--- src/rtl/payout_controller_if.sv ---
// Request/drive bundle between the vending FSM side and the payout back end.
// PAYOUT_STATS_EN adds the notes_paid statistic to the bundle.
interface payout_controller_if;
    logic        dispense;
    logic [1:0]  retChange;
    logic        note_ack;
    logic        fault_clr;
    logic        vend_motor;
    logic        eject;
    logic        busy;
    logic        fault;
    logic        err_ovf;
`ifdef PAYOUT_STATS_EN
    logic [15:0] notes_paid;

    modport master (output dispense, retChange, note_ack, fault_clr,
                    input  vend_motor, eject, busy, fault, err_ovf, notes_paid);
    modport slave  (input  dispense, retChange, note_ack, fault_clr,
                    output vend_motor, eject, busy, fault, err_ovf, notes_paid);
`else
    modport master (output dispense, retChange, note_ack, fault_clr,
                    input  vend_motor, eject, busy, fault, err_ovf);
    modport slave  (input  dispense, retChange, note_ack, fault_clr,
                    output vend_motor, eject, busy, fault, err_ovf);
`endif
endinterface

--- src/rtl/payout_controller.sv ---
// Vending payout back end: buffers vends/owed change, runs the motor and note ejector.
// PAYOUT_STATS_EN adds a wrapping 16-bit count of acked notes (notes_paid).
module payout_controller #(
    parameter int VEND_CYCLES   = 50,
    parameter int EJECT_TIMEOUT = 200,
    parameter int GAP_CYCLES    = 10,
    parameter int OWE_W         = 4,
    parameter int VEND_W        = 3
) (
    input  logic              clk,
    input  logic              rst,
    payout_controller_if.slave pif
);
    // state | meaning
    // IDLE  | pick next job: vend before change
    // VEND  | motor on for VEND_CYCLES
    // EJECT | ejector on until note_ack or timeout
    // GAP   | all drives low for GAP_CYCLES
    // FAULT | eject timed out; wait for fault_clr
    typedef enum logic [2:0] {IDLE, VEND, EJECT, GAP, FAULT} state_t;

    localparam int T_MAX0 = (VEND_CYCLES > GAP_CYCLES) ? VEND_CYCLES : GAP_CYCLES;
    localparam int T_MAX  = (T_MAX0 > EJECT_TIMEOUT) ? T_MAX0 : EJECT_TIMEOUT;
    localparam int TMR_W  = $clog2(T_MAX + 1);

    localparam logic [VEND_W:0] VEND_MAX = {1'b0, {VEND_W{1'b1}}};
    localparam logic [OWE_W:0]  OWE_MAX  = {1'b0, {OWE_W{1'b1}}};

    state_t             state_q, state_d;
    logic [TMR_W-1:0]   tmr_q, tmr_d;
    logic [VEND_W-1:0]  vend_pend_q, vend_pend_d;
    logic [OWE_W-1:0]   owed_q, owed_d;
    logic               vend_motor_q, vend_motor_d;
    logic               eject_q, eject_d;
    logic               busy_q, busy_d;
    logic               fault_q, fault_d;
    logic               err_ovf_q, err_ovf_d;
    logic               vend_dec, owed_dec;
    logic [VEND_W:0]    vend_sum;
    logic [OWE_W:0]     owed_sum;
`ifdef PAYOUT_STATS_EN
    logic [15:0]        notes_paid_q, notes_paid_d;
`endif

    always_comb begin
        state_d      = state_q;
        tmr_d        = tmr_q;
        vend_motor_d = vend_motor_q;
        eject_d      = eject_q;
        fault_d      = fault_q;
        vend_dec     = 1'b0;
        owed_dec     = 1'b0;

        case (state_q)
            IDLE: begin
                if (vend_pend_q != '0) begin
                    state_d      = VEND;
                    vend_dec     = 1'b1;
                    tmr_d        = TMR_W'(VEND_CYCLES - 1);
                    vend_motor_d = 1'b1;
                end else if (owed_q != '0) begin
                    state_d = EJECT;
                    tmr_d   = TMR_W'(EJECT_TIMEOUT - 1);
                    eject_d = 1'b1;
                end
            end
            VEND: begin
                if (tmr_q == '0) begin
                    state_d      = GAP;
                    tmr_d        = TMR_W'(GAP_CYCLES - 1);
                    vend_motor_d = 1'b0;
                end else begin
                    tmr_d = tmr_q - 1'b1;
                end
            end
            EJECT: begin
                if (pif.note_ack) begin
                    owed_dec = 1'b1;
                    eject_d  = 1'b0;
                    state_d  = GAP;
                    tmr_d    = TMR_W'(GAP_CYCLES - 1);
                end else if (tmr_q == '0) begin
                    // Note is still owed; it is retried once the fault is cleared.
                    eject_d = 1'b0;
                    fault_d = 1'b1;
                    state_d = FAULT;
                end else begin
                    tmr_d = tmr_q - 1'b1;
                end
            end
            GAP: begin
                if (tmr_q == '0) begin
                    state_d = IDLE;
                end else begin
                    tmr_d = tmr_q - 1'b1;
                end
            end
            FAULT: begin
                if (pif.fault_clr) begin
                    fault_d = 1'b0;
                    state_d = IDLE;
                end
            end
            default: begin
                state_d      = IDLE;
                vend_motor_d = 1'b0;
                eject_d      = 1'b0;
                fault_d      = 1'b0;
            end
        endcase

        busy_d = (state_d != IDLE);

        // Intake and service decrement net out in one add; a decrement only
        // happens with a nonzero count, so no underflow is possible.
        vend_sum = {1'b0, vend_pend_q} + (VEND_W+1)'(pif.dispense) - (VEND_W+1)'(vend_dec);
        owed_sum = {1'b0, owed_q} + (OWE_W+1)'(pif.retChange) - (OWE_W+1)'(owed_dec);

        err_ovf_d = err_ovf_q;
        if (vend_sum > VEND_MAX) begin
            vend_pend_d = VEND_MAX[VEND_W-1:0];
            err_ovf_d   = 1'b1;
        end else begin
            vend_pend_d = vend_sum[VEND_W-1:0];
        end
        if (owed_sum > OWE_MAX) begin
            owed_d    = OWE_MAX[OWE_W-1:0];
            err_ovf_d = 1'b1;
        end else begin
            owed_d = owed_sum[OWE_W-1:0];
        end
`ifdef PAYOUT_STATS_EN
        notes_paid_d = notes_paid_q + 16'(owed_dec);
`endif
    end

    always_ff @(posedge clk or posedge rst) begin
        if (rst) begin
            state_q      <= IDLE;
            tmr_q        <= '0;
            vend_pend_q  <= '0;
            owed_q       <= '0;
            vend_motor_q <= 1'b0;
            eject_q      <= 1'b0;
            busy_q       <= 1'b0;
            fault_q      <= 1'b0;
            err_ovf_q    <= 1'b0;
`ifdef PAYOUT_STATS_EN
            notes_paid_q <= '0;
`endif
        end else begin
            state_q      <= state_d;
            tmr_q        <= tmr_d;
            vend_pend_q  <= vend_pend_d;
            owed_q       <= owed_d;
            vend_motor_q <= vend_motor_d;
            eject_q      <= eject_d;
            busy_q       <= busy_d;
            fault_q      <= fault_d;
            err_ovf_q    <= err_ovf_d;
`ifdef PAYOUT_STATS_EN
            notes_paid_q <= notes_paid_d;
`endif
        end
    end

    assign pif.vend_motor = vend_motor_q;
    assign pif.eject      = eject_q;
    assign pif.busy       = busy_q;
    assign pif.fault      = fault_q;
    assign pif.err_ovf    = err_ovf_q;
`ifdef PAYOUT_STATS_EN
    assign pif.notes_paid = notes_paid_q;
`endif

endmodule
--- src/flat_wrapper.sv ---
// flat-port wrapper written by rule: the top's interface ports become plain ports
module payout_controller_flat 
#(
    parameter int VEND_CYCLES   = 50,
    parameter int EJECT_TIMEOUT = 200,
    parameter int GAP_CYCLES    = 10,
    parameter int OWE_W         = 4,
    parameter int VEND_W        = 3
)
  (clk, rst, pif_dispense, pif_retChange, pif_note_ack, pif_fault_clr, pif_vend_motor, pif_eject, pif_busy, pif_fault, pif_err_ovf);
  payout_controller_if pif_i ();
  input  logic clk;
  input  logic rst;
  input wire logic [$bits(pif_i.dispense)-1:0] pif_dispense;
  input wire logic [$bits(pif_i.retChange)-1:0] pif_retChange;
  input wire logic [$bits(pif_i.note_ack)-1:0] pif_note_ack;
  input wire logic [$bits(pif_i.fault_clr)-1:0] pif_fault_clr;
  output wire logic [$bits(pif_i.vend_motor)-1:0] pif_vend_motor;
  output wire logic [$bits(pif_i.eject)-1:0] pif_eject;
  output wire logic [$bits(pif_i.busy)-1:0] pif_busy;
  output wire logic [$bits(pif_i.fault)-1:0] pif_fault;
  output wire logic [$bits(pif_i.err_ovf)-1:0] pif_err_ovf;
  assign pif_i.dispense = pif_dispense;
  assign pif_i.retChange = pif_retChange;
  assign pif_i.note_ack = pif_note_ack;
  assign pif_i.fault_clr = pif_fault_clr;
  assign pif_vend_motor = pif_i.vend_motor;
  assign pif_eject = pif_i.eject;
  assign pif_busy = pif_i.busy;
  assign pif_fault = pif_i.fault;
  assign pif_err_ovf = pif_i.err_ovf;
  payout_controller #(.VEND_CYCLES(VEND_CYCLES), .EJECT_TIMEOUT(EJECT_TIMEOUT), .GAP_CYCLES(GAP_CYCLES), .OWE_W(OWE_W), .VEND_W(VEND_W)) u_core (.clk(clk), .rst(rst), .pif(pif_i));
endmodule
--- config.mk ---
export PLATFORM = sky130hd
export DESIGN_NAME = payout_controller_flat
export DESIGN_NICKNAME = d
export VERILOG_FILES = /design/src/rtl/payout_controller_if.sv /design/src/rtl/payout_controller.sv /design/src/flat_wrapper.sv
export SDC_FILE = /design/constraint.sdc
export NUM_CORES = 1
export LEC_CHECK = 0
export ABC_AREA = 1
export CORE_MARGIN = 5
export CORE_UTILIZATION = 25
export CTS_CLUSTER_DIAMETER = 50
export DETAILED_ROUTE_END_ITERATION = 16
export HOLD_SLACK_MARGIN = 0.03
export PLACE_DENSITY = 0.52
export SLEW_MARGIN = 15
export SYNTH_ARGS = -nofsm -noshare
export SYNTH_HDL_FRONTEND = slang
export SYNTH_SLANG_ARGS = --single-unit
--- constraint.sdc ---
create_clock -name clk -period 4.7 [get_ports clk]
set_input_delay 0.47 -clock clk [delete_from_list [all_inputs] [get_ports clk]]
set_output_delay 0.47 -clock clk [all_outputs]
set_load 0.005 [all_outputs]
# Yosys cells after proc, flatten, opt, wreduce, memory -nomap -nowiden
# Cells that the tools add are included.
# word_totals
register_bits	23
latch_bits	0
ramBits	0
romBits	0
in_bits	7
out_inout_bits	5
elab_cells	79
n_memories	0
# classes
add_sub_neg	5
n_mul	0
div	0
order_cmp	2
n_eq_ne	13
n_shift	0
n_mux	33
bitwise	3
reduce_logical	14
# op_table
operator	n
$mux W8	5
$pmux W8 S4	1
$mux W3	8
$pmux W3 S5	1
$mux W1	14
$pmux W1 S3	3
$reduce_or A3 Y1	3
$logic_not A8 Y1	1
$ne A2 B1 Y1 const B	4
$reduce_and A4 Y1	2
$reduce_bool A4 Y1	2
$sub A8 B1 Y8 const B	1
$eq A3 B2 Y1 const B	2
$ne A2 B2 Y1 const B	3
$reduce_bool A3 Y1	2
$add A4 B2 Y5	1
$gt A5 B4 Y1 const B	1
$sub A5 B1 Y5	1
$add A3 B1 Y4	1
$gt A4 B3 Y1 const B	1
$mux W4	1
$sub A4 B1 Y4	1
$eq A3 B1 Y1 const B	1
$eq A3 B3 Y1 const B	1
other kinds (7)	9

# Longest topological paths before layout
# logic_depth
depth_word	7
ltp_mapped	15
ltp_nobuf	15

# Least setup slack after synthesis
# OpenSTA, ideal clock, no wires.
# synth_timing
kind	register to register
startpoint	register u_core.state_q[1]
endpoint	register u_core.owed_q[1]
setup_ns	0.127
arrival_time_ns	2.327
required_time_ns	4.573
slack_ns	2.246
path_stages_with_launch	15
path_buffers	0
period_less_slack_ns	2.454
cell_sequence	dfrtp_1 > inv_2 > nor2_4 > nand3_1 > inv_2 > ha_1 > inv_1 > ha_1 > fa_1 > nand2_1 > inv_1 > o21ai_0 > nand2_1 > xor2_1 > or2_2
# synth_between
elab_chain_len	5
# synth_rtl
item	line_no	text
start: declaration	payout_controller.sv:29	state_t state_q, state_d;
start signal: assignment	payout_controller.sv:152	state_q <= state_d;
$eq A3 B2 Y1 (*)	payout_controller.sv:54	case (state_q)
$mux W1 (*)	payout_controller.sv:54	
$sub A5 B1 Y5 (*)	payout_controller.sv:117	owed_sum = {1'b0, owed_q} + (OWE_W+1)'(pif.retChange) - (OWE_W+1)'(owed_dec);
$gt A5 B4 Y1	payout_controller.sv:126	if (owed_sum > OWE_MAX) begin
$mux W4 (*)	payout_controller.sv:126	
named net u_core.owed_d[1]	payout_controller.sv:32	logic [OWE_W-1:0] owed_q, owed_d;
end signal: assignment	payout_controller.sv:155	owed_q <= owed_d;
end: declaration	payout_controller.sv:32	
# Mark *: on every way through the listed nets, which the timed path passes. The rest lies on a longest branch.
# A chain may end at the register's enable or synchronous reset.

# Worst setup path after layout
# layout_timing
startpoint	input port pif_note_ack
endpoint	register u_core.owed_q[0]
# layout_between
elab_chain_len	5
# layout_rtl
item	line_no	text
start: declaration	flat_wrapper.sv:16	input wire logic [$bits(pif_i.note_ack)-1:0] pif_note_ack;
$mux W1 (*)	payout_controller.sv:77	if (pif.note_ack) begin
$mux W1 (*)	payout_controller.sv:54	
$sub A5 B1 Y5 (*)	payout_controller.sv:117	
$gt A5 B4 Y1	payout_controller.sv:126	
$mux W4 (*)	payout_controller.sv:126	
named net u_core.owed_d[0]	payout_controller.sv:32	
# Marks and branches as above.

==> flow_metrics.tcl <==
set metrics [dict create \
    outcome "completed" \
    fillers 684 \
    crit_fanout 4 \
    syn_avg_cell_area_sq_um 7.38 \
    netlist_instances 222 \
    drt_wl_total_mm 3.42 \
    critPathLaunchType "input pin" \
    gp_congestion 0.831 \
    fp-row-count 29 \
    crit_chain "clkdlybuf4s50_1 -> nand3_1 -> inv_2 -> ha_1 -> inv_1 -> ha_1 -> fa_1 -> nand2_1 -> inv_1 -> o21ai_0 -> nand2_1 -> xor2_1 -> or2_2" \
    cp-startpoint "pif_note_ack" \
    stdcell_count 314 \
    combPwrFrac_pct 39.3 \
    finalSetupViolCount 0 \
    synth_cell_types 22 \
    drive_gt1_share_pct 12.2 \
    p_int_w 0.000391 \
    final_common_cell "nand2_1" \
    vias 1328 \
    initial_utilization_pct 25.8 \
    max_slew_margin_pct 38.3 \
    avgViaCountPerCell 4.23 \
    drv_cap 0 \
    power_leakage_nw 0.963 \
    track_usage_pct 9.06 \
    critPathArrivalTime_ns 2.84 \
    path_buf_inv 4 \
    hp-class "flop to flop" \
    cts_tree "done" \
    cts_buffers 3 \
    fin_crit_ns 2.68 \
    die_area_sq_um 8280 \
    cp.required_ns 4.86 \
    dp.cells 310 \
    die_y_microns 91.0 \
    ios 12 \
    antenna_found_initial 0 \
    grt_pass1_vias 1367 \
    seqPwrFrac_pct 39.2 \
    fmax_mhz 374 \
    cts_setup_buffers 0 \
    fin_nets 261 \
    cts_num_sinks 23 \
    grt_pass1_wl_mm 6.22 \
    slew_viol_final 0 \
    path_class "input pin to flop" \
    fin_crit_sh_pct 56.9 \
    seq_area_sq_um 576 \
    r2r-start "u_core.state_q[1]" \
    setup_tns_ns 0 \
    ctsLongestPathBuffers 2 \
    grt-ovfl-total 0 \
    syn2layout_area_growth_pct 15.4 \
    hp-start "u_core.pif.eject" \
    port_buffers 11 \
    final_hold_viol_count 0 \
    p_per_area_nw_per_um2 322 \
    tightest_slew_ns 0.925 \
    syn_nets 245 \
    clk_root_buffer_cell "clkbuf_8" \
    routedWlPerCell_microns 10.9 \
    clk_pin_slew_worst_paths_ns 0.09 \
    cts_hold_buf 0 \
    dp_hpwl_mm 2.71 \
    cts_resized 0 \
    dr.pass1.iters 4 \
    p_sw_w 0.000219 \
    ys_warn_count 0 \
    htreeDepth 1 \
    drtAntennaViolNets 0 \
    cp-end-kind "flop" \
    skew_ns 0.00544 \
    dp_slack_ns 1.73 \
    diodes 0 \
    layout_common_cells "nand2_1, inv_1, nor2_1, dfrtp_1, ha_1" \
    multi_input_area_sq_um 902 \
    critPathTopFamily "adder cells" \
    peakVddDrop_mv 0.187 \
    synth_top_cell_by_area "dfrtp_1" \
    cpPeakStageDelay_ns 0.47 \
    crit_slowest_cell "clkdlybuf4s50_1" \
    rsz0062_at_grt "false" \
    synth_top_area_share_pct 35.1 \
    synth.area.top_cells "dfrtp_1, nand2_1, ha_1" \
    fin_ws_ns 2.02 \
    drtIter0Drc 34 \
    synth_seq_area_share_pct 35.1 \
    syn_area_sq_um 1640 \
    synth_seq_cells 23 \
    clk_latency_ns 0.28 \
    die_width_microns 91.0 \
    p_clk_share_pct 21.5 \
    grt_max_degree 24 \
    switching_share_pct 35.8 \
    core_area_sq_um 6350 \
    drc 0 \
]
[layout make-up]
type	instances	area share, %
Multi-Input combinational cell	156	47.7
Tap cell	77	5.09
Inverter	43	8.53
Clock buffer	3	2.18
Clock inverter	1	0.265
Sequential cell	23	30.4
Timing Repair Buffer	11	5.82
[cell usage after synthesis (all sizes together)]
master and n:
dfrtp 23, xor2 8, nand2 55, a21oi 9
o211ai 1, a31oi 1, o21ai 7, inv 43
nor3 3, or2 5, nand3 7, ha 14
fa 2, nor2 40, nand4 3, a22oi 1
[cell families after synthesis]
| logic type | synth area share (%) |
|---|---|
| AOI/OAI and AO/OA | 6.41 |
| xor gates and xnor gates | 4.27 |
| adders and majority gates | 13.1 |
| buffers and inverters | 9.85 |
| DFF | 35.1 |
| and+or+nand+nor | 31.2 |
[worst register-to-register path: cells and delay by family, from the launching register on]
family / cells / cell delay [ns]
and+or+nand+nor: 5 / 0.63
xor gates and xnor gates: 1 / 0.15
DFF: 1 / 0.46
adders and majority gates: 3 / 0.85
buffers and inverters: 4 / 0.27
AOI/OAI and AO/OA: 1 / 0.13
[per-stage QoR]
stage / util (%) / area, sq um / hold WS (ns) / total power, W
after floorplan: - / 1640 / 0.464 / 0.000433
after global placement: 29.1 / 1850 / 0.462 / 0.000485
after detailed placement: 29.1 / 1850 / 0.462 / 0.000487
after CTS: 29.8 / 1890 / 0.485 / 0.000622
after global routing: 29.8 / 1890 / 0.507 / 0.000673
final: 29.8 / 1890 / 0.480 / 0.000610
[per-layer routing]
layer | GRT usage (%) | part of all wire [%] | vias up
met5 | 0 | 0 | -
met4 | 2.20 | 0.96 | 0
met3 | 2.23 | 3.5 | 4
met2 | 15.0 | 46 | 16
met1 | 11.9 | 50 | 598
li1 | - | - | 710
[worst paths after layout]
path	endpoint	slack (ns)	cells after the start
min	u_core.pif.eject	0.48	2
max reg2reg	u_core.owed_q[0]	2.10	14
min reg2reg	u_core.pif.eject	0.48	2
max	u_core.owed_q[0]	2.02	13
max in group asynchronous	u_core.vend_pend_q[0]	3.43	2
min in group asynchronous	u_core.tmr_q[2]	0.70	2
[power by group through the flow]
stage / Sequential, W / Combinational, W / Clock (W)
3_5_place_dp: 0.000244 / 0.000243 / 0
2_1_floorplan: 0.000240 / 0.000193 / 0
4_1_cts: 0.000240 / 0.000245 / 0.000137
5_1_grt: 0.000243 / 0.000286 / 0.000144
6_report: 0.000239 / 0.000240 / 0.000131
3_3_place_gp: 0.000244 / 0.000241 / 0
[state kept, by name (all words and copies together), names as in the netlist]
| name | flops |
|---|---|
| u_core.pif.eject | 1 |
| u_core.pif.busy | 1 |
| u_core.pif.err_ovf | 1 |
| u_core.pif.fault | 1 |
| u_core.tmr_q | 8 |
| u_core.owed_q | 4 |
| u_core.vend_pend_q | 3 |
| u_core.state_q | 3 |
| u_core.pif.vend_motor | 1 |
Note: power is estimated with default switching activity, not from simulation.
